[config.mk]
export PLATFORM = sky130hd
export DESIGN_NAME = instr_prefetch_buffer
export DESIGN_NICKNAME = d
export VERILOG_FILES = /design/src/rtl/instr_prefetch_buffer_pkg.sv /design/src/rtl/instr_prefetch_buffer_fifo.sv /design/src/rtl/instr_prefetch_buffer.sv
export SDC_FILE = /design/constraint.sdc
export NUM_CORES = 1
export LEC_CHECK = 0
export ABC_CLOCK_PERIOD_IN_PS = 9200
export CELL_PAD_IN_SITES_DETAIL_PLACEMENT = 0
export CELL_PAD_IN_SITES_GLOBAL_PLACEMENT = 1
export CORE_MARGIN = 2
export CORE_UTILIZATION = 53
export DETAILED_ROUTE_END_ITERATION = 12
export DONT_BUFFER_PORTS = 1
export GPL_TIMING_DRIVEN = 0
export PLACE_DENSITY_LB_ADDON = 0.1
export SLEW_MARGIN = 40
export SYNTH_ARGS = -nofsm -noshare
export SYNTH_HDL_FRONTEND = slang
export SYNTH_HIERARCHICAL = 1
export SYNTH_SLANG_ARGS = --single-unit
[constraint.sdc]
create_clock -name clk_i -period 9.2 [get_ports clk_i]
set_clock_uncertainty 0.15 [all_clocks]
set_input_delay 1.84 -clock clk_i [delete_from_list [all_inputs] [get_ports clk_i]]
set_output_delay 1.84 -clock clk_i [all_outputs]
set_load 0.02 [all_outputs]
[src/rtl/instr_prefetch_buffer_pkg.sv]
// Shared fetch-side types for the instruction prefetch path.
// Entry layout, request FSM states and default sizing.
package instr_prefetch_buffer_pkg;

  localparam int FETCH_MAX_OUT = 2;
  localparam int FETCH_DEPTH   = 4;

  typedef struct packed {
    logic [31:0] addr;
    logic [31:0] data;
    logic        err;
  } fetch_entry_t;

  typedef enum logic {
    S_IDLE,
    S_REQ
  } req_state_e;

  function automatic logic [31:0] word_align(
    input logic [31:0] a
  );
    return a & 32'hFFFF_FFFC;
  endfunction

endpackage

[src/rtl/instr_prefetch_buffer_fifo.sv]
// Synchronous FIFO of fetch entries with flush.
// Head and valid are registered: no input-to-output path.
module fetch_fifo
  import instr_prefetch_buffer_pkg::*;
#(
  parameter int DEPTH = 4,
  localparam int CW = $clog2(DEPTH + 1)
) (
  input  logic         clk_i,
  input  logic         rst_ni,
  input  logic         flush_i,
  input  logic         push_i,
  input  fetch_entry_t wdata_i,
  input  logic         pop_i,
  output logic         valid_o,
  output fetch_entry_t head_o,
  output logic [CW-1:0] count_o
);

  localparam int PW = (DEPTH > 1) ? $clog2(DEPTH) : 1;
  localparam logic [CW-1:0] FULL = CW'(DEPTH);
  localparam logic [PW-1:0] LAST = PW'(DEPTH - 1);

  fetch_entry_t  mem [DEPTH];
  logic [PW-1:0] rd_ptr, wr_ptr, rd_ptr_n;
  logic [CW-1:0] cnt, cnt_n;
  logic          do_push, do_pop, bypass;

  function automatic logic [PW-1:0] inc(
    input logic [PW-1:0] p
  );
    return (p == LAST) ? '0 : p + 1'b1;
  endfunction

  assign do_pop  = pop_i && (cnt != '0);
  assign do_push = push_i && ((cnt != FULL) || do_pop);
  assign count_o = cnt;

  always_comb begin
    rd_ptr_n = do_pop ? inc(rd_ptr) : rd_ptr;
    cnt_n    = cnt;
    if (do_push && !do_pop)
      cnt_n = cnt + 1'b1;
    else if (do_pop && !do_push)
      cnt_n = cnt - 1'b1;
    // new word becomes head when it lands in an empty slot
    bypass = do_push && (cnt_n == CW'(1));
  end

  always_ff @(posedge clk_i) begin
    if (do_push && !flush_i)
      mem[wr_ptr] <= wdata_i;
  end

  always_ff @(posedge clk_i or negedge rst_ni) begin
    if (!rst_ni) begin
      rd_ptr  <= '0;
      wr_ptr  <= '0;
      cnt     <= '0;
      valid_o <= 1'b0;
      head_o  <= '0;
    end else if (flush_i) begin
      rd_ptr  <= '0;
      wr_ptr  <= '0;
      cnt     <= '0;
      valid_o <= 1'b0;
    end else begin
      rd_ptr  <= rd_ptr_n;
      cnt     <= cnt_n;
      valid_o <= (cnt_n != '0);
      if (do_push)
        wr_ptr <= inc(wr_ptr);
      if (cnt_n != '0)
        head_o <= bypass ? wdata_i : mem[rd_ptr_n];
    end
  end

endmodule

[src/rtl/instr_prefetch_buffer.sv]
// Instruction prefetch: bus request FSM, response FIFO
// and redirect handling with in-flight response discard.
module instr_prefetch_buffer
  import instr_prefetch_buffer_pkg::*;
#(
  parameter int DEPTH   = FETCH_DEPTH,
  parameter int MAX_OUT = FETCH_MAX_OUT
) (
  input  logic        clk_i,
  input  logic        rst_ni,
  input  logic [31:0] boot_addr_i,
  input  logic        req_i,
  input  logic        branch_i,
  input  logic [31:0] branch_addr_i,
  input  logic        ready_i,
  output logic        valid_o,
  output logic [31:0] rdata_o,
  output logic [31:0] addr_o,
  output logic        err_o,
  output logic        busy_o,
  output logic        instr_req_o,
  output logic [31:0] instr_addr_o,
  input  logic        instr_gnt_i,
  input  logic        instr_rvalid_i,
  input  logic [31:0] instr_rdata_i,
  input  logic        instr_err_i
);

  localparam int FW = $clog2(DEPTH + 1);
  localparam int OW = $clog2(MAX_OUT + 1);

  req_state_e   state;
  logic         boot_done, stale;
  logic [31:0]  fetch_addr, req_addr, next_addr;
  logic [OW-1:0] out_cnt, out_cnt_n;
  logic [OW-1:0] discard_cnt, discard_n;
  logic [FW-1:0] fifo_cnt, fifo_cnt_n;
  logic         gnt, rsp_v, drop, push, pop;
  logic         issue, aq_valid;
  fetch_entry_t aq_wdata, aq_head, rsp, head;

  assign gnt   = (state == S_REQ) && instr_gnt_i;
  assign rsp_v = instr_rvalid_i && aq_valid;
  assign drop  = branch_i || (discard_cnt != '0);
  assign push  = rsp_v && !drop;
  assign pop   = valid_o && ready_i && !branch_i;

  assign out_cnt_n  = out_cnt + OW'(gnt) - OW'(rsp_v);
  assign fifo_cnt_n = branch_i ? '0
                    : fifo_cnt + FW'(push) - FW'(pop);

  assign issue = boot_done && req_i
              && (int'(out_cnt_n) < MAX_OUT)
              && (int'(fifo_cnt_n) + int'(out_cnt_n) < DEPTH);

  // a stale grant must not advance: fetch_addr already holds the target
  assign next_addr = branch_i ? word_align(branch_addr_i)
                   : (gnt && !stale) ? fetch_addr + 32'd4
                   : fetch_addr;

  always_comb begin
    discard_n = discard_cnt;
    if (branch_i) begin
      discard_n = out_cnt_n;
    end else begin
      if (rsp_v && (discard_cnt != '0))
        discard_n = discard_n - 1'b1;
      if (gnt && stale)
        discard_n = discard_n + 1'b1;
    end
  end

  always_comb begin
    aq_wdata      = '0;
    aq_wdata.addr = req_addr;
    rsp           = aq_head;
    rsp.data      = instr_rdata_i;
    rsp.err       = instr_err_i;
  end

  always_ff @(posedge clk_i or negedge rst_ni) begin
    if (!rst_ni) begin
      state       <= S_IDLE;
      boot_done   <= 1'b0;
      stale       <= 1'b0;
      fetch_addr  <= '0;
      req_addr    <= '0;
      discard_cnt <= '0;
    end else begin
      discard_cnt <= discard_n;
      if (!boot_done) begin
        boot_done  <= 1'b1;
        fetch_addr <= word_align(boot_addr_i);
      end else begin
        fetch_addr <= next_addr;
      end
      unique case (state)
        S_IDLE: begin
          if (issue) begin
            state    <= S_REQ;
            req_addr <= next_addr;
          end
        end
        S_REQ: begin
          if (gnt) begin
            stale <= 1'b0;
            if (issue)
              req_addr <= next_addr;
            else
              state <= S_IDLE;
          end else if (branch_i) begin
            stale <= 1'b1;
          end
        end
      endcase
    end
  end

  fetch_fifo #(.DEPTH(MAX_OUT)) u_addr_q (
    .clk_i   (clk_i),
    .rst_ni  (rst_ni),
    .flush_i (1'b0),
    .push_i  (gnt),
    .wdata_i (aq_wdata),
    .pop_i   (instr_rvalid_i),
    .valid_o (aq_valid),
    .head_o  (aq_head),
    .count_o (out_cnt)
  );

  fetch_fifo #(.DEPTH(DEPTH)) u_fifo (
    .clk_i   (clk_i),
    .rst_ni  (rst_ni),
    .flush_i (branch_i),
    .push_i  (push),
    .wdata_i (rsp),
    .pop_i   (pop),
    .valid_o (valid_o),
    .head_o  (head),
    .count_o (fifo_cnt)
  );

  assign rdata_o      = head.data;
  assign addr_o       = head.addr;
  assign err_o        = head.err;
  assign instr_req_o  = (state == S_REQ);
  assign instr_addr_o = req_addr;
  assign busy_o       = (state == S_REQ) || (out_cnt != '0);

endmodule

# Word-level counts from Yosys, hierarchy flattened
# Memory sizes are Yosys's and may differ from the RTL's.
# Index checks and enable logic that the tools add are counted.
# classes
add_sub_neg	16
multipliers	0
n_div	0
magnitude_cmp	2
eq_ne	7
n_shift	0
mux	37
bitwise	2
reduce_logical	42
# op_table
operator	count
32-bit two-way mux	5
65-bit two-way mux	2
32-bit one-hot mux with 2 select lines	1
32-bit by 3-bit adder with 32-bit output (second input constant)	1
2-bit two-way mux	12
1-bit logical AND	22
1-bit two-way mux	12
3-bit two-way mux	4
2-bit nonzero test	5
2-bit by 1-bit adder with 2-bit output (second input constant)	4
1-bit zero test	7
3-bit nonzero test	2
3-bit by 2-bit adder with 4-bit output	1
2-bit equality test (second input constant)	2
1-bit logical OR	4
4-bit by 3-bit less-than comparator with 1-bit output (second input constant)	1
2-bit AND reduction	2
2-bit by 1-bit subtractor with 2-bit output (second input constant)	2
3-bit by 1-bit adder with 3-bit output	1
3-bit by 1-bit adder with 3-bit output (second input constant)	1
3-bit by 1-bit equality test with 1-bit output (second input constant)	1
3-bit inequality test (second input constant)	1
3-bit by 1-bit subtractor with 3-bit output	1
3-bit by 1-bit subtractor with 3-bit output (second input constant)	1
other kinds (9)	11
# word_totals
register_bits	179
latch_bits	0
mem_bits_rw	324
mem_bits_ro	0
input_bits	104
out_inout_bits	100
word_cells	126
memories	2
# mem_list
name	words	width	rd	rd_ports_with_merged_regs	wr	line	source
u_fifo.mem	4	65	1	0	1	instr_prefetch_buffer_fifo.sv:24	fetch_entry_t mem [DEPTH];
u_addr_q.mem	2	32	1	0	1	instr_prefetch_buffer_fifo.sv:24	

# Logic depth before layout (Yosys ltp)
# Gate-level depths: netlist (run 1).
# depth
ltp_word	13
depth_mapped	16
ltp_nobuf	14

# Hierarchy
# Netlist (run 1), hierarchy kept.
# modules_own_cells
mod	instances	cells_each	area_each_um2	seq_area_each_um2
fetch_fifo at u_fifo	1	1018	14636.5	9634.2
fetch_fifo at u_addr_q	1	517	7981.4	5655.4
instr_prefetch_buffer	1	426	3938.8	1726.7

# Worst setup path after synthesis (run 1)
# No wires, ideal clock.
# synth_path
path_kind	input port to flip-flop
startpoint	in instr_gnt_i
endpoint	mem u_addr_q/mem[1][0] in the netlist's numbering, enable pin
setup_ns	0.581
arrival_ns	6.987
t_required_ns	8.469
path_slack_ns	1.482
path_stages	3
n_path_buf	0
cell_sequence	and2_1 > nand2_1 > nor3b_1
# synth_via
elab_chain_cells	4
# synth_lines
element	line	source
start, declared	instr_prefetch_buffer.sv:23	input logic instr_gnt_i,
1-bit logical AND	instr_prefetch_buffer.sv:42	assign gnt = (state == S_REQ) && instr_gnt_i;
1-bit logical AND	instr_prefetch_buffer_fifo.sv:36	assign do_push = push_i && ((cnt != FULL) || do_pop);
1-bit two-way mux	instr_prefetch_buffer_fifo.sv:51	if (do_push && !flush_i)
1-bit two-way mux (not written as such)	instr_prefetch_buffer_fifo.sv:52	mem[wr_ptr] <= wdata_i;
end, declared	instr_prefetch_buffer_fifo.sv:24	
# Every way passes these cells.

# Final worst setup path (run 1)
# layout_path
startpoint	in branch_i
endpoint	reg req_addr[20] (netlist: instr_addr_o[20])
# layout_via
elab_chain_cells	12
elab_cells_between_ends	15
cone_classes	3 x add/sub; 1 x order compare; 5 x mux; 6 x reduce/logical
# layout_lines
element	line	source
start, declared	instr_prefetch_buffer.sv:13	input logic branch_i,
1-bit logical OR	instr_prefetch_buffer.sv:44	assign drop = branch_i || (discard_cnt != '0);
1-bit zero test	instr_prefetch_buffer.sv:45	assign push = rsp_v && !drop;
1-bit logical AND	instr_prefetch_buffer.sv:45	
3-bit by 1-bit adder with 3-bit output	instr_prefetch_buffer.sv:50	: fifo_cnt + FW'(push) - FW'(pop);
3-bit by 1-bit subtractor with 3-bit output	instr_prefetch_buffer.sv:50	
3-bit two-way mux	instr_prefetch_buffer.sv:49	assign fifo_cnt_n = branch_i ? '0
3-bit by 2-bit adder with 4-bit output	instr_prefetch_buffer.sv:54	&& (int'(fifo_cnt_n) + int'(out_cnt_n) < DEPTH);
4-bit by 3-bit less-than comparator with 1-bit output	instr_prefetch_buffer.sv:54	
1-bit logical AND	instr_prefetch_buffer.sv:54	
32-bit two-way mux *	instr_prefetch_buffer.sv:99, instr_prefetch_buffer.sv:107	
32-bit two-way mux	instr_prefetch_buffer.sv:105	if (gnt) begin
32-bit one-hot mux with 2 select lines *	instr_prefetch_buffer.sv:97	unique case (state)
end signal, assigned	instr_prefetch_buffer.sv:101	req_addr <= next_addr;
end signal, assigned	instr_prefetch_buffer.sv:108	req_addr <= next_addr;
end, declared	instr_prefetch_buffer.sv:34	logic [31:0] fetch_addr, req_addr, next_addr;
# Mark *: on every way between the ends. The rest lies on a longest branch, timed or not. The select of a mux whose other input is x is not followed.
# A chain may end at the register's enable or synchronous reset.

==> results of run 1 <==
==> final timing paths <==
path / startpoint / endpoint / slack [ns] / cells after the start
min in group asynchronous: rst_ni / u_fifo/head_o[1]$_DFFE_PN0P_ / 0.79 / 0
hold / removal: fetch_addr[0]$_DFF_PN0_ / fetch_addr[0]$_DFF_PN0_ / 0.37 / 1
max in group asynchronous: rst_ni / instr_addr_o[2]$_DFFE_PN0P_ / 7.76 / 0
setup reg to reg: instr_req_o$_DFF_PN0_ / instr_addr_o[20]$_DFFE_PN0P_ / 4.93 / 14
hold reg to reg: fetch_addr[0]$_DFF_PN0_ / fetch_addr[0]$_DFF_PN0_ / 0.37 / 1
setup / recovery: branch_i / instr_addr_o[20]$_DFFE_PN0P_ / 3.56 / 16
==> metrics by stage <==
step,instance area (sq um),std cells
2_1_floorplan,22800,1731
3_3_place_gp,23400,2270
3_5_place_dp,23700,2286
4_1_cts,25600,2386
5_1_grt,25600,2386
6_report,25600,2386
==> layer usage <==
metal	wire [um]	track usage, %	up-vias	part of all wire, %
met4	1680	9.23	0	2.9
met5	0	0	-	0
met1	23900	34.1	7298	42
li1	-	-	6712	-
met3	4260	6.07	101	7.4
met2	27500	41.9	534	48
==> cell type report <==
type                       instances  share of cell area, %
timing repair buffer              16                  0.830
clock buffer                      72                   5.97
clock inverter                    28                   1.66
buffer                           150                   3.12
sequential                       503                   55.4
tap                              539                   2.63
inverter                          99                   1.45
multi-input combinational        979                   28.9
==> sequential cells by signal, summed over array words and instances, names as in the netlist, 2 cells and up <==
| register | cells |
|---|---|
| u_addr_q/count_o | 2 |
| u_fifo/head_o | 65 |
| instr_addr_o | 32 |
| u_addr_q/mem | 64 |
| u_fifo/mem | 260 |
| u_fifo/count_o | 3 |
| u_fifo/wr_ptr | 2 |
| discard_cnt | 2 |
| fetch_addr | 32 |
| u_addr_q/head_o | 32 |
| u_fifo/rd_ptr | 2 |
==> power groups by stage <==
stage	Sequential [uW]	Clock (uW)	Combinational [uW]
after CTS	3570	2410	1210
final	3570	2360	1200
after global routing	3630	2500	1320
after global placement	3600	0	1170
after floorplan	3430	0	976
after detailed placement	3620	0	1200
==> layout by cell type, fill, tap and decap left out, types with 12 or more instances in the layout <==
cell / count
buf_12: 12
a311oi_1: 65
o22ai_1: 12
and3_1: 14
dfrtp_1: 179
edfxtp_1: 324
o21ai_0: 154
mux2_2: 99
buf_4: 15
ha_1: 17
mux2_1: 31
nor2_1: 67
a22o_1: 66
xnor2_1: 13
inv_1: 98
nor3_1: 13
mux2i_1: 101
a32oi_1: 66
clkbuf_1: 85
buf_2: 56
nand3_1: 13
clkbuf_16: 56
nand2b_1: 13
a21oi_1: 62
nand2_1: 50
==> worst reg2reg max path: cells and delay by family (launching register included) <==
kind,cells,cell delay [ns]
buffers and inverters,4,0.95
AND/OR/NAND/NOR,5,1.21
adder cells (fa/ha/maj),3,0.77
flip-flops,1,0.73
AO/OA/AOI/OAI,1,0.14
XOR/XNOR,1,0.26
==> results by group, run 1 <==
Layout
  • Footprint of the multi-input gates: 7410 sq um
  • Fillcell total: 3301
  • Util after Layout: 60.8%
  • Antenna diodes: 0
  • Nets: 1924
  • Ratio of cells with drive above 1 in the final layout: 16.4%
  • Area growth, synth to finish: 12.8%
  • Register Area: 14200 sq um

Pwr
  • Pwr dens: about 280 nW/um^2
  • Logic gate share of total power: 16.8%
  • Psw: 2140 uW
  • Int Power: roughly 5000 uW
  • Total power: 7130 uW
  • Leak pwr: 0.00996 uW
  • Sequential share of power: about 50%
  • Max IR drop VDD: approximately 0.00015 V
  • Clock power share: 33.1%
  • Sw Share: between 30% and 40%

Global routing
  • Gr ovfl total: 0
  • Largest net degree at the start of global routing: 180
  • Antenna violations before repair: 0
  • Vias in the first global route: between 10000 and 15000
  • Global-route wire length before repair: approximately 88000 um
  • Overall routing resource usage: 25.8%

Outcome
  • Outcome: completed

Die
  • Num rows: 75
  • Initial Util: ~54%
  • Die area: approximately 45000 sq um
  • Die Wd: 211 um
  • Total I/O pin count: 204
  • Core ar.: 42100 sq um
  • Die H: 211 um

STA
  • Final setup margin: 3.56 ns
  • Setup tns final: 0 ns
  • Slew Viols, Final: 0
  • Worst-Margin Slew: roughly 0.78 ns
  • Period minus WS final: 5.64 ns
  • WHS: 0.370 ns
  • Max Fclk: 0.177 GHz
  • Max transition margin: between 40 and 50%
  • Fin crit share: 61.4%
  • Final Hold Viols: 0
  • RSZ-0062 raised after global routing: no
  • Final setup violation count: 0

Synth
  • Post-Syn Area per Cell: 13.2 sq um
  • Cells after synthesis: 1725
  • Mapped cell area: 22700 sq um
  • Warnings from Yosys: 6

Worst setup path
  • Critical-path top delay cell: clkbuf_1
  • Critical path class: in -> reg
  • Buf/Inv on CP: 5
  • Crit start category: input port
  • WP data arrival: 6.01 ns
  • Crit end category: flop
  • CP dominant cell by count: ha_1
  • Critical Path Fanout Max: 10
  • Slowest stage delay, CP: 0.56 ns
  • Crit path max-delay family: buffers and inverters
  • CP Data Required Time: 9.57 ns
  • Crit-path cells: clkinv_1 > clkbuf_1 > nand3_1 > ha_1 > inv_1 > ha_1 > fa_1 > nor2b_1 > ha_1 > and4b_1 > nor4_1 > and3_1 > buf_2 > buf_2 > nor2_1 > a21oi_1

Route
  • Drt wl/cell: 24.0 um
  • Post-Route WL: 57400 um
  • Drt via density: roughly 6.1
  • Detailed Routing Iterations Pass 1: 5
  • Final ANT Viol Nets: 0
  • DR iter-0 viols: 1082
  • Routed via count: 14645
  • DRC viols: 0

Place
  • Port bufs: 0
  • GP Congestion: 0.889
  • Hpwl dp: 38400 um
  • Place WS: 3.04 ns

Clock network
  • Worst-path clk slew: 0.06 ns
  • CTS sink count: 503
  • Post-CTS Hold Fix Bufs: 0
  • Post-CTS Setup Bufs: 0
  • CTS buffer count: 53
  • CTS tree: done
  • Worst-skew pair later-pin latency: 0.60 ns
  • H-tree Lvls: 2
  • Clock buffer depth: 3
  • Root buf cell: clkbuf_16
  • CTS resizes: 0

Hold path
  • Worst hold path type: reg -> reg

Run
  • # Max-Cap Violations: 0
Power figures use the tool's default switching activity.
==> run 2: changes to the inputs <==
--- a/config.mk
+++ b/config.mk
@@ -5,7 +5,7 @@
 export SDC_FILE = /design/constraint.sdc
 export NUM_CORES = 1
 export LEC_CHECK = 0
-export ABC_CLOCK_PERIOD_IN_PS = 9200
+export ABC_CLOCK_PERIOD_IN_PS = 5250
 export CELL_PAD_IN_SITES_DETAIL_PLACEMENT = 0
 export CELL_PAD_IN_SITES_GLOBAL_PLACEMENT = 1
 export CORE_MARGIN = 2
==> constraint.sdc (replaced) <==
create_clock -name clk_i -period 5.25 [get_ports clk_i]
set_clock_uncertainty 0.15 [all_clocks]
set_input_delay 1.05 -clock clk_i [delete_from_list [all_inputs] [get_ports clk_i]]
set_output_delay 1.05 -clock clk_i [all_outputs]
set_load 0.02 [all_outputs]
==> run 2 against run 1 <==
  * Utilization grew 0.13 points
  * Non-clock buffer count is 2 higher
  * Sequential cell count is the same
  * Global-route usage up 0.11 points
  * Wire length up 0.41%
  * First-iteration DRC count decreased by 2.0%
  * Clock power increased by 75%
  * Clock-buffer cell count is the same
  * Combinational power up 78%
  * Total power rose by 76%
==> results by group, run 2 (synthesis gave the netlist of run 1 again) <==
Global routing
  • Overall routing resource usage: 25.9% (was 25.8%)
  • Global-route wire length before repair: 87900 um (was 87500 um)
  • Vias in the first global route: 14969 (was 14959)
  • Gr ovfl total: 0 (unchanged)
  • Antenna violations before repair: 0 (unchanged)
  • Largest net degree at the start of global routing: 132 (was 180)

Route
  • Drt wl/cell: 24.1 um (was 24.0 um)
  • DRC viols: 0 (unchanged)
  • Routed via count: 14680 (was 14645)
  • Detailed Routing Iterations Pass 1: 5 (unchanged)
  • Drt via density: 6.15 (was 6.14)
  • Final ANT Viol Nets: 0 (unchanged)
  • DR iter-0 viols: 1060 (was 1082)
  • Post-Route WL: 57600 um (was 57400 um)

Run
  • # Max-Cap Violations: 0 (unchanged)

Hold path
  • Worst hold path type: in -> async (was reg -> reg)

Pwr
  • Pwr dens: 487 nW/um^2 (was 278 nW/um^2)
  • Leak pwr: 0.00998 uW (was 0.00996 uW)
  • Max IR drop VDD: 0.000265 V (was 0.000152 V)
  • Total power: 12500 uW (was 7130 uW)

STA
  • Setup tns final: 0 ns (unchanged)
  • Worst-Margin Slew: 0.791 ns (was 0.780 ns)
  • RSZ-0062 raised after global routing: no (unchanged)
  • Period minus WS final: roughly 4.8 ns
  • Final setup margin: 0.415 ns (was 3.56 ns)
  • Slew Viols, Final: 0 (unchanged)
  • Final setup violation count: 0 (unchanged)
  • Final Hold Viols: 0 (unchanged)
  • Max Fclk: 0.207 GHz
  • Max transition margin: 47.3% (was 48.0%)
  • Fin crit share: 92.1%

Layout
  • Antenna diodes: 0 (unchanged)
  • Max FFs per register: 260 (unchanged)
  • Commonest non-fill, non-tap cell in the layout: edfxtp_1 (unchanged)
  • Most frequent cells in the layout: 324 x edfxtp_1, 179 x dfrtp_1, 154 x o21ai_0, 101 x mux2i_1, 99 x mux2_2 (unchanged)
  • Nets: 1926 (was 1924)
  • Ratio of cells with drive above 1 in the final layout: 16.4% (about the same)
  • Largest registers: u_fifo/mem (260), u_fifo/head_o (65), u_addr_q/mem (64) (unchanged)
  • Area growth, synth to finish: 13.0% (was 12.8%)
  • Biggest register: u_fifo/mem (unchanged)
  • Final std cells w/o fill: 2388 (was 2386)
  • Post-route cell area: 25700 sq um (was 25600 sq um)

Die
  • Core ar.: 42100 sq um (unchanged)
  • Die Wd: 211 um (unchanged)
  • Initial Util: 54.0% (unchanged)
  • Die area: 44600 sq um (unchanged)
  • Num rows: 75 (unchanged)
  • Total I/O pin count: 204 (unchanged)
  • Die H: 211 um (unchanged)

Worst setup path
  • Critical path class: in -> reg (unchanged)
  • Crit-path cells: clkinv_1 > clkbuf_1 > nand3_1 > ha_1 > inv_1 > ha_1 > fa_1 > nor2b_1 > ha_1 > and4b_1 > nor4_1 > and3_1 > buf_2 > buf_2 > nor2_1 > a21oi_1 (unchanged)
  • CP Data Required Time: 5.62 ns (was 9.57 ns)
  • CP dominant cell by count: ha_1 (unchanged)
  • WP data arrival: 5.20 ns (was 6.01 ns)
  • Crit start category: input port (unchanged)
  • Slowest stage delay, CP: 0.56 ns (about the same)
  • Crit end category: flop (unchanged)
  • Critical-path top delay cell: clkbuf_1 (unchanged)
  • Critical Path Fanout Max: 10 (unchanged)

Clock network
  • Post-CTS Setup Bufs: 0 (unchanged)
  • Worst-skew pair later-pin latency: 0.60 ns (about the same)
  • Worst-path clk slew: 0.06 ns (about the same)
  • Clock buffer depth: 3 (unchanged)
  • Root buf cell: clkbuf_16 (unchanged)
  • CTS buffer count: 53 (unchanged)
  • CTS sink count: 503 (unchanged)
  • CTS tree: done (unchanged)
  • H-tree Lvls: 2 (unchanged)

Place
  • Placed Area: 23700 sq um (unchanged)
  • Hpwl dp: 38400 um (unchanged)
  • Port bufs: 0 (unchanged)
  • GP Congestion: 0.889 (unchanged)
  • Inst Count DP: 2286 (unchanged)
  • Place WS: -0.119 ns (was 3.04 ns)

Outcome
  • Outcome: completed (unchanged)
[run 2: cell count changes in the layout (fill, tap and decap cells not counted)]
cell	before	now
buf_16	1	3
[run 2: stage by stage]
stage	hold WS, ns	util [%]
floorplan	0.320	-
global placement	0.353	55.6
detailed placement	0.353	56.2
CTS	0.158	61.0
global route	0.166	61.0
finish	0.174	61.0
[run 2: where the power goes]
part / switching [uW] / total (uW) / leakage, uW / internal (uW)
Sequential: 1190 / 6260 / 0.00507 / 5070
Clock: 1550 / 4140 / 0.000966 / 2580
Combinational: 1030 / 2130 / 0.00394 / 1090
Total: 3780 / 12500 / 0.00998 / 8740
[run 2: repair_timing]
action	4_1_cts	5_1_grt
resized for setup	0	0
hold buffers	2	0
endpoints found under the hold margin	131	0
endpoints found under the setup margin	0	0
[run 2: worst paths after layout]
path / startpoint / endpoint / slack (ns) / depth (start not counted)
setup / recovery: branch_i / instr_addr_o[20]$_DFFE_PN0P_ / 0.42 / 16
min in group clk_i: fetch_addr[0]$_DFF_PN0_ / fetch_addr[0]$_DFF_PN0_ / 0.37 / 1
hold reg to reg: fetch_addr[0]$_DFF_PN0_ / fetch_addr[0]$_DFF_PN0_ / 0.37 / 1
hold / removal: rst_ni / instr_addr_o[31]$_DFFE_PN0P_ / 0.17 / 1
setup reg to reg: instr_req_o$_DFF_PN0_ / instr_addr_o[20]$_DFFE_PN0P_ / 0.99 / 14
max in group asynchronous: rst_ni / u_fifo/head_o[38]$_DFFE_PN0P_ / 4.11 / 1
[run 2: critical path, delay by kind of cell]
kind | cells | cell delay, ns
buf+inv | 5 | 1.42
compound gates | 1 | 0.13
fa+ha+maj | 4 | 1.34
simple gates | 6 | 1.26
[run 2: layout make-up]
type	instances	area (sq um)
clock inverter	28	427
clock buffer	72	1530
buffer	150	801
inverter	99	372
sequential	503	14200
fill	3293	16400
multi-input combinational	979	7410
tap	539	674
timing repair buffer	18	268
[run 2: layer usage]
metal | part of all wire, % | vias up | track usage (%)
met1 | 42 | 7322 | 34.5
met3 | 7.8 | 101 | 6.02
li1 | - | 6713 | -
met4 | 2.9 | 0 | 9.23
met2 | 48 | 544 | 42.0
met5 | 0 | - | 0
